===== src/rtl/write_back_buffer.sv =====
// Write-back buffer: picks a destination register from NSRC candidates, queues
// (dest, data) pairs in a DEPTH-entry FIFO and drains them to the register file.
module write_back_buffer #(
    parameter int NSRC   = 4,
    parameter int SEL_W  = 2,
    parameter int ADDR_W = 5,
    parameter int DATA_W = 32,
    parameter int DEPTH  = 4,
    parameter int CNT_W  = $clog2(DEPTH) + 1
) (
    input  logic                   CLK,
    input  logic                   RST,
    input  logic [NSRC*ADDR_W-1:0] DestIn,
    input  logic [SEL_W-1:0]       Selection,
    input  logic [DATA_W-1:0]      WriteData,
    input  logic                   Push,
    output logic                   PushReady,
    input  logic                   WrReady,
    output logic                   WrEn,
    output logic [ADDR_W-1:0]      WrAddr,
    output logic [DATA_W-1:0]      WrData,
    input  logic [ADDR_W-1:0]      LookupAddr,
    output logic                   LookupHit,
    output logic [DATA_W-1:0]      LookupData,
    output logic [CNT_W-1:0]       Count,
    output logic                   OverflowErr
);

    localparam int PTR_W = $clog2(DEPTH);

    logic [ADDR_W-1:0] r_mem_addr [DEPTH];
    logic [DATA_W-1:0] r_mem_data [DEPTH];
    logic [PTR_W-1:0]  r_head;
    logic [PTR_W-1:0]  r_tail;
    logic [CNT_W-1:0]  r_count;
    logic              r_ovf;
    logic [ADDR_W-1:0] r_last_addr;
    logic [DATA_W-1:0] r_last_data;

    logic [ADDR_W-1:0] w_dest;
    logic              w_push_ready;
    logic              w_wr_en;
    logic              w_accept;
    logic              w_store;
    logic              w_pop;
    logic              w_hit;
    logic [DATA_W-1:0] w_lookup_data;

    // Out-of-range selections fall back to the last candidate.
    always_comb begin
        w_dest = DestIn[(NSRC-1)*ADDR_W +: ADDR_W];
        for (int i = 0; i < NSRC; i++) begin
            if (Selection == SEL_W'(i)) begin
                w_dest = DestIn[i*ADDR_W +: ADDR_W];
            end
        end
    end

    assign w_push_ready = (r_count != CNT_W'(DEPTH));
    assign w_wr_en      = (r_count != '0);
    assign w_accept     = Push && w_push_ready;
    assign w_store      = w_accept && (w_dest != '0);
    assign w_pop        = w_wr_en && WrReady;

    always_ff @(posedge CLK) begin
        if (w_store) begin
            r_mem_addr[r_tail] <= w_dest;
            r_mem_data[r_tail] <= WriteData;
        end
    end

    always_ff @(posedge CLK) begin
        if (RST) begin
            r_head      <= '0;
            r_tail      <= '0;
            r_count     <= '0;
            r_ovf       <= 1'b0;
            r_last_addr <= '0;
            r_last_data <= '0;
        end else begin
            if (w_store) begin
                r_tail <= r_tail + PTR_W'(1);
            end
            if (w_pop) begin
                r_head      <= r_head + PTR_W'(1);
                r_last_addr <= r_mem_addr[r_head];
                r_last_data <= r_mem_data[r_head];
            end
            case ({w_store, w_pop})
                2'b10:   r_count <= r_count + CNT_W'(1);
                2'b01:   r_count <= r_count - CNT_W'(1);
                default: r_count <= r_count;
            endcase
            if (Push && !w_push_ready) begin
                r_ovf <= 1'b1;
            end
        end
    end

    // Walk from head (oldest) to tail so the youngest match is the last assignment.
    always_comb begin
        logic [PTR_W-1:0] w_idx;
        w_idx         = '0;
        w_hit         = 1'b0;
        w_lookup_data = '0;
        for (int i = 0; i < DEPTH; i++) begin
            w_idx = r_head + PTR_W'(i);
            if ((CNT_W'(i) < r_count) && (LookupAddr != '0) &&
                (r_mem_addr[w_idx] == LookupAddr)) begin
                w_hit         = 1'b1;
                w_lookup_data = r_mem_data[w_idx];
            end
        end
    end

    assign PushReady   = w_push_ready;
    assign WrEn        = w_wr_en;
    assign WrAddr      = w_wr_en ? r_mem_addr[r_head] : r_last_addr;
    assign WrData      = w_wr_en ? r_mem_data[r_head] : r_last_data;
    assign LookupHit   = w_hit;
    assign LookupData  = w_lookup_data;
    assign Count       = r_count;
    assign OverflowErr = r_ovf;

endmodule

===== config.mk =====
export PLATFORM = sky130hd
export DESIGN_NAME = write_back_buffer
export DESIGN_NICKNAME = d
export VERILOG_FILES = /design/src/rtl/write_back_buffer.sv
export SDC_FILE = /design/constraint.sdc
export NUM_CORES = 1
export LEC_CHECK = 0
export CAP_MARGIN = 0
export CELL_PAD_IN_SITES_DETAIL_PLACEMENT = 0
export CELL_PAD_IN_SITES_GLOBAL_PLACEMENT = 1
export CORE_ASPECT_RATIO = 2
export CORE_MARGIN = 2
export CORE_UTILIZATION = 49
export DETAILED_ROUTE_END_ITERATION = 10
export PLACE_DENSITY = 0.88
export SLEW_MARGIN = 20
export SYNTH_ARGS = -nofsm -noshare
export SYNTH_HDL_FRONTEND = slang
export SYNTH_SLANG_ARGS = --single-unit
export TNS_END_PERCENT = 1

===== constraint.sdc =====
create_clock -name CLK -period 5.58 [get_ports CLK]
set_clock_uncertainty 0.2 [all_clocks]
set_input_delay 0.837 -clock CLK [delete_from_list [all_inputs] [get_ports CLK]]
set_output_delay 0.837 -clock CLK [all_outputs]
set_load 0.005 [all_outputs]

## After elaboration in Yosys (flattened, before gate mapping)

Memory sizes are Yosys's and may differ from the RTL's. A register that Yosys moved wholly into a read port is not among the register bits.
Index checks and enable logic that the tools add are counted.

| storage, ports and cells | value |
|---|---|
| bits in registers | 45 |
| bits in latches | 0 |
| bits in writable memories | 148 |
| bits in read-only memories | 0 |
| input port bits | 63 |
| memories | 2 |

| cells by class | value |
|---|---|
| add/subtract/negate cells | 6 |
| $mul | 0 |
| divide/modulo/power cells | 0 |
| magnitude comparators | 4 |
| equal/unequal tests | 10 |
| shift operators | 0 |
| multiplexer cells | 21 |
| bitwise gates (word level) | 0 |
| reduce and logical (&&, ||, !) cells | 18 |

Memory list:

| memory | depth | width | rd ports | clocked after memory_dff | write ports | RTL line | RTL |
|---|---|---|---|---|---|---|---|
| r_mem_data | 4 | 32 | 4 | 1 | 1 | 32 | `logic [DATA_W-1:0] r_mem_data [DEPTH];` |
| r_mem_addr | 4 | 5 | 4 | 1 | 1 | 31 | `logic [ADDR_W-1:0] r_mem_addr [DEPTH];` |

Operator list:

| kind | count |
|---|---|
| 2-to-1 mux 32 bit | 5 |
| 2-to-1 mux 5 bit | 5 |
| == test 5 bit | 4 |
| logical AND 1 bit | 12 |
| nonzero test 5 bit | 2 |
| 2-to-1 mux 2 bit | 4 |
| == test 2 bit, second input constant | 3 |
| less-than comparator 1 x 3 -> 1 bit, first input constant | 2 |
| less-than comparator 2 x 3 -> 1 bit, first input constant | 2 |
| 2-to-1 mux 1 bit | 6 |
| case mux 3 bit (2 select lines) | 1 |
| adder 2 x 1 -> 2 bit, second input constant | 2 |
| adder 2 bit, second input constant | 2 |
| == test 2 x 1 -> 1 bit, second input constant | 2 |
| adder 3 x 1 -> 3 bit, second input constant | 1 |
| != test 3 bit, second input constant | 1 |
| nonzero test 3 bit | 1 |
| subtractor 3 x 1 -> 3 bit, second input constant | 1 |
| logical NOT 2 bit | 1 |
| nonzero test 2 bit | 1 |
| logical NOT 1 bit | 1 |

## Depth between registers and ports, before layout

| depth | value |
|---|---|
| depth after elaboration | 9 |
| mapped depth | 11 |
| gate-level depth less buffers | 10 |

## Worst setup path before layout

No wires, ideal clock.

| path | value |
|---|---|
| path kind | input-to-output |
| start | input port LookupAddr[3] |
| end | output port LookupData[27] |
| arrival time | 2623 ps |
| data required time | 4543 ps |
| setup slack | 1920 ps |
| stages | 8 |
| path through | clkbuf_1 or4_1 o21ai_0 nor4_1 o21a_1 clkbuf_1 or4bb_1 o211ai_1 |

| on the way | value |
|---|---|
| cells in the longest elaborated chain, start to end | 7 |
| elaborated cells between the ends (all ways) | 17 |

Ends and longest elaborated chain:

| item | RTL line | RTL |
|---|---|---|
| start: declaration | 22 | `input logic [ADDR_W-1:0] LookupAddr,` |
| nonzero test 5 bit | 108 | `if ((CNT_W'(i) < r_count) && (LookupAddr != '0) &&` |
| logical AND 1 bit (2 in a row) | 108 |  |
| 2-to-1 mux 32 bit (3 in a row) | 108 |  |
| 2-to-1 mux 32 bit (*) | 108 |  |
| end: declaration | 24 | `output logic [DATA_W-1:0] LookupData,` |

Mark *: on every way between the ends. The rest lies on a longest branch, timed or not.

## Final worst setup path

| path | value |
|---|---|
| start | input port LookupAddr[2] |
| end | output port LookupData[21] |

Same word-level chain as after synthesis.

==> out/results.ini <==
[status]
status=completed

[critical_path]
r2r_start=Count[0]
critPathCapture=LookupData[21]
critPathKind=in2out
r2r_setup_slack_ns=2.02
crit_family=buffers and inverters
max_stage_delay_ns=0.66
critPathBufInv=2
worstPathCellList=clkdlybuf4s50_1 -> or4_1 -> o22ai_1 -> or4_1 -> a21o_4 -> a31oi_1 -> o221ai_1 -> clkdlybuf4s50_1
path_max_fanout=33
crit_start=LookupAddr[2]
r2r_cells=9
cp-start-kind=input port
crit_arrival_ns=3.95
cp_num_cells=8
worstPathRequired_ns=4.54
critPathCaptureType=primary output
cpMaxStageDelayCell=clkdlybuf4s50_1

[drt]
ant_nets=0
drtPass1Iterations=5
drc_errors=0
via_count=9197
totalWireLength_microns=33100
vias_per_cell=6.60
wl_per_cell_microns=23.7
first_iter_violations=678

[floorplanning]
ioPinCount=139
core_sq_mm=0.0238
die_h_microns=224
dieArea_sq_mm=0.0255
start_util_pct=49.8
dieWidth_microns=114
num_rows=80

[sta]
period_needed_ns=4.98
period_share_pct=89.3
worst_pin_slew_ns=1.05
rsz0062_at_grt=no
final.setup.tns_ns=0
setup_slack_ns=0.597
relSlewSlack_pct=29.7
finalMaxSlewViolations=0
hold_viol_final=0
setup-violations-final=0
fmax_mhz=201

[finish]
nets=1164
final_area_sq_mm=0.0140
areaGrowthSynthToFinish_pct=18.0
drive_gt1_share_pct=20.6

[power]
power_density_mw_per_mm2=424
ir_drop_uv=541
leakage_nw=4.45

[clock_network]
ctsResizeCount=0
root_buffer=clkbuf_16
numCtsBuffers=17
worstSkewPairLatency_ns=0.46
hold_buffers=0
path_clk_slew_ns=0.07
cts_setup_buffers=0
cts_buffer_depth=2
htreeDepth=4
cts_tree=yes
clkSinkCount=195

[synth]
netlist.area_leader.share_pct=37.5
yosys.cell_count.top_type=edfxtp_1
synth_area_leaders=edfxtp_1 37%, mux4_2 15%, dfxtp_1 7.9%, mux2_2 6.5%, mux2i_1 4.3%
synth_flop_cell=edfxtp_1
netlist_instances=1005
yosysTopAreaCell=edfxtp_1
synth_async_sr_flop_share_pct=0
ys_seq_area_share_pct=45.4
synth_edf_count=148
synth_nets=1077
yosys_warnings=0
yosysUniqueCellTypes=41
synth_commonest_cells=148 x edfxtp_1, 112 x nand2_1, 81 x mux4_2, 76 x a21oi_1, 68 x mux2_2
syn_avg_cell_area_sq_um=11.8
synth_area_sq_mm=0.0119
synth_seq_cells=195

[run]
maxCapViolations=0

[hold_path]
hp-class=reg2reg

[global_route]
grt_usage_pct=26.5
grt_pass1_vias=9350
grt_start_max_net_pins=91
grt_pass1_wl_microns=50900
grt_overflow=0
antenna_found_initial=2

[placement]
dp.final_hpwl_microns=21800
gp_congestion=0.844
placed_area_sq_mm=0.0135
port_buffers=138
pre_cts_ws_ns=0.627

cells by family (layout without fill, tap and decap cells):
kind of cell,Yosys count,after routing,share of synthesized area (%)
simple gates,244,244,9.27
compound gates,220,220,12.4
mux,200,200,26.1
flops,195,195,45.4
buf+inv,113,213,4.08
xor+xnor,24,24,1.77
fa+ha+maj,9,9,0.949
other cells,0,1,0
state kept, by name, indices dropped and copies added (netlist names), named ones only:
register	count
OverflowErr	1
r_head	2
r_mem_addr	20
r_last_data	32
r_tail	2
r_last_addr	5
Count	3
r_mem_data	128
cells in the final DEF (no fill, tap or decap), types with 5 or more instances in the layout:
cell type / n
a211oi_1: 32
a21oi_1: 75
a31oi_1: 33
and3_1: 32
buf_4: 33
clkbuf_16: 17
clkdlybuf4s50_1: 137
clkinv_4: 5
dfxtp_1: 43
edfxtp_1: 148
ha_1: 9
inv_1: 10
mux2_2: 68
mux2i_1: 51
mux4_2: 81
nand2_1: 111
nand3_1: 33
nor2_1: 44
o211ai_1: 36
o221ai_1: 31
xnor2_1: 11
xor2_1: 13
metrics by stage:
stage | total power, mW | util, % | cells | hold slack [ns]
after CTS | 5.96 | 58.7 | 1392 | 0.256
after floorplan | 3.75 | - | 1005 | 0.234
after detailed placement | 4.82 | 56.5 | 1360 | 0.247
after global routing | 6.24 | 58.7 | 1393 | 0.277
after global placement | 4.80 | 56.5 | 1360 | 0.239
final | 5.94 | 58.7 | 1393 | 0.253
report_power, final:
part | total (mW) | leakage, nW | internal, mW | switching [mW]
combinational | 2.86 | 2.45 | 1.44 | 1.42
clock | 1.13 | 0.258 | 0.574 | 0.559
sequential | 1.94 | 1.74 | 1.76 | 0.183
total | 5.94 | 4.45 | 3.77 | 2.17
tightest hold or removal path: stages, from the launching register on:
cell and delay [ns]:
dfxtp_1 0.31, nand2_1 0.05, a21oi_1 0.05
metal layers:
layer / up-vias / share of wire [%] / GRT usage [%]
met5: - / 0.039 / 0
met4: 2 / 4.8 / 14.8
met3: 105 / 6.4 / 4.52
met2: 441 / 54 / 47.8
met1: 4532 / 35 / 28.8
li1: 4117 / - / -
area by class of cell:
type                    count  area (sq um)
fillers                  1993          9830
multi-input cells         697          6040
flip-flops and latches    195          5400
repair buffers            171          1620
clock buffers              18           429
well taps                 287           359
clock inverters            14           109
inverters                  10          37.5
diodes                      1          2.50
how the worst min path moves through the flow:
stage,cells after the start,from,to
floorplan,2,r_last_addr[0],r_last_addr[0]
global placement,2,r_last_data[11],r_last_data[11]
detailed placement,2,r_last_data[7],r_last_data[7]
CTS,2,r_last_data[7],r_last_data[7]
global route,2,r_last_data[7],r_last_data[7]
finish,2,r_last_data[20],r_last_data[20]
(Power assumes the default switching activity.)
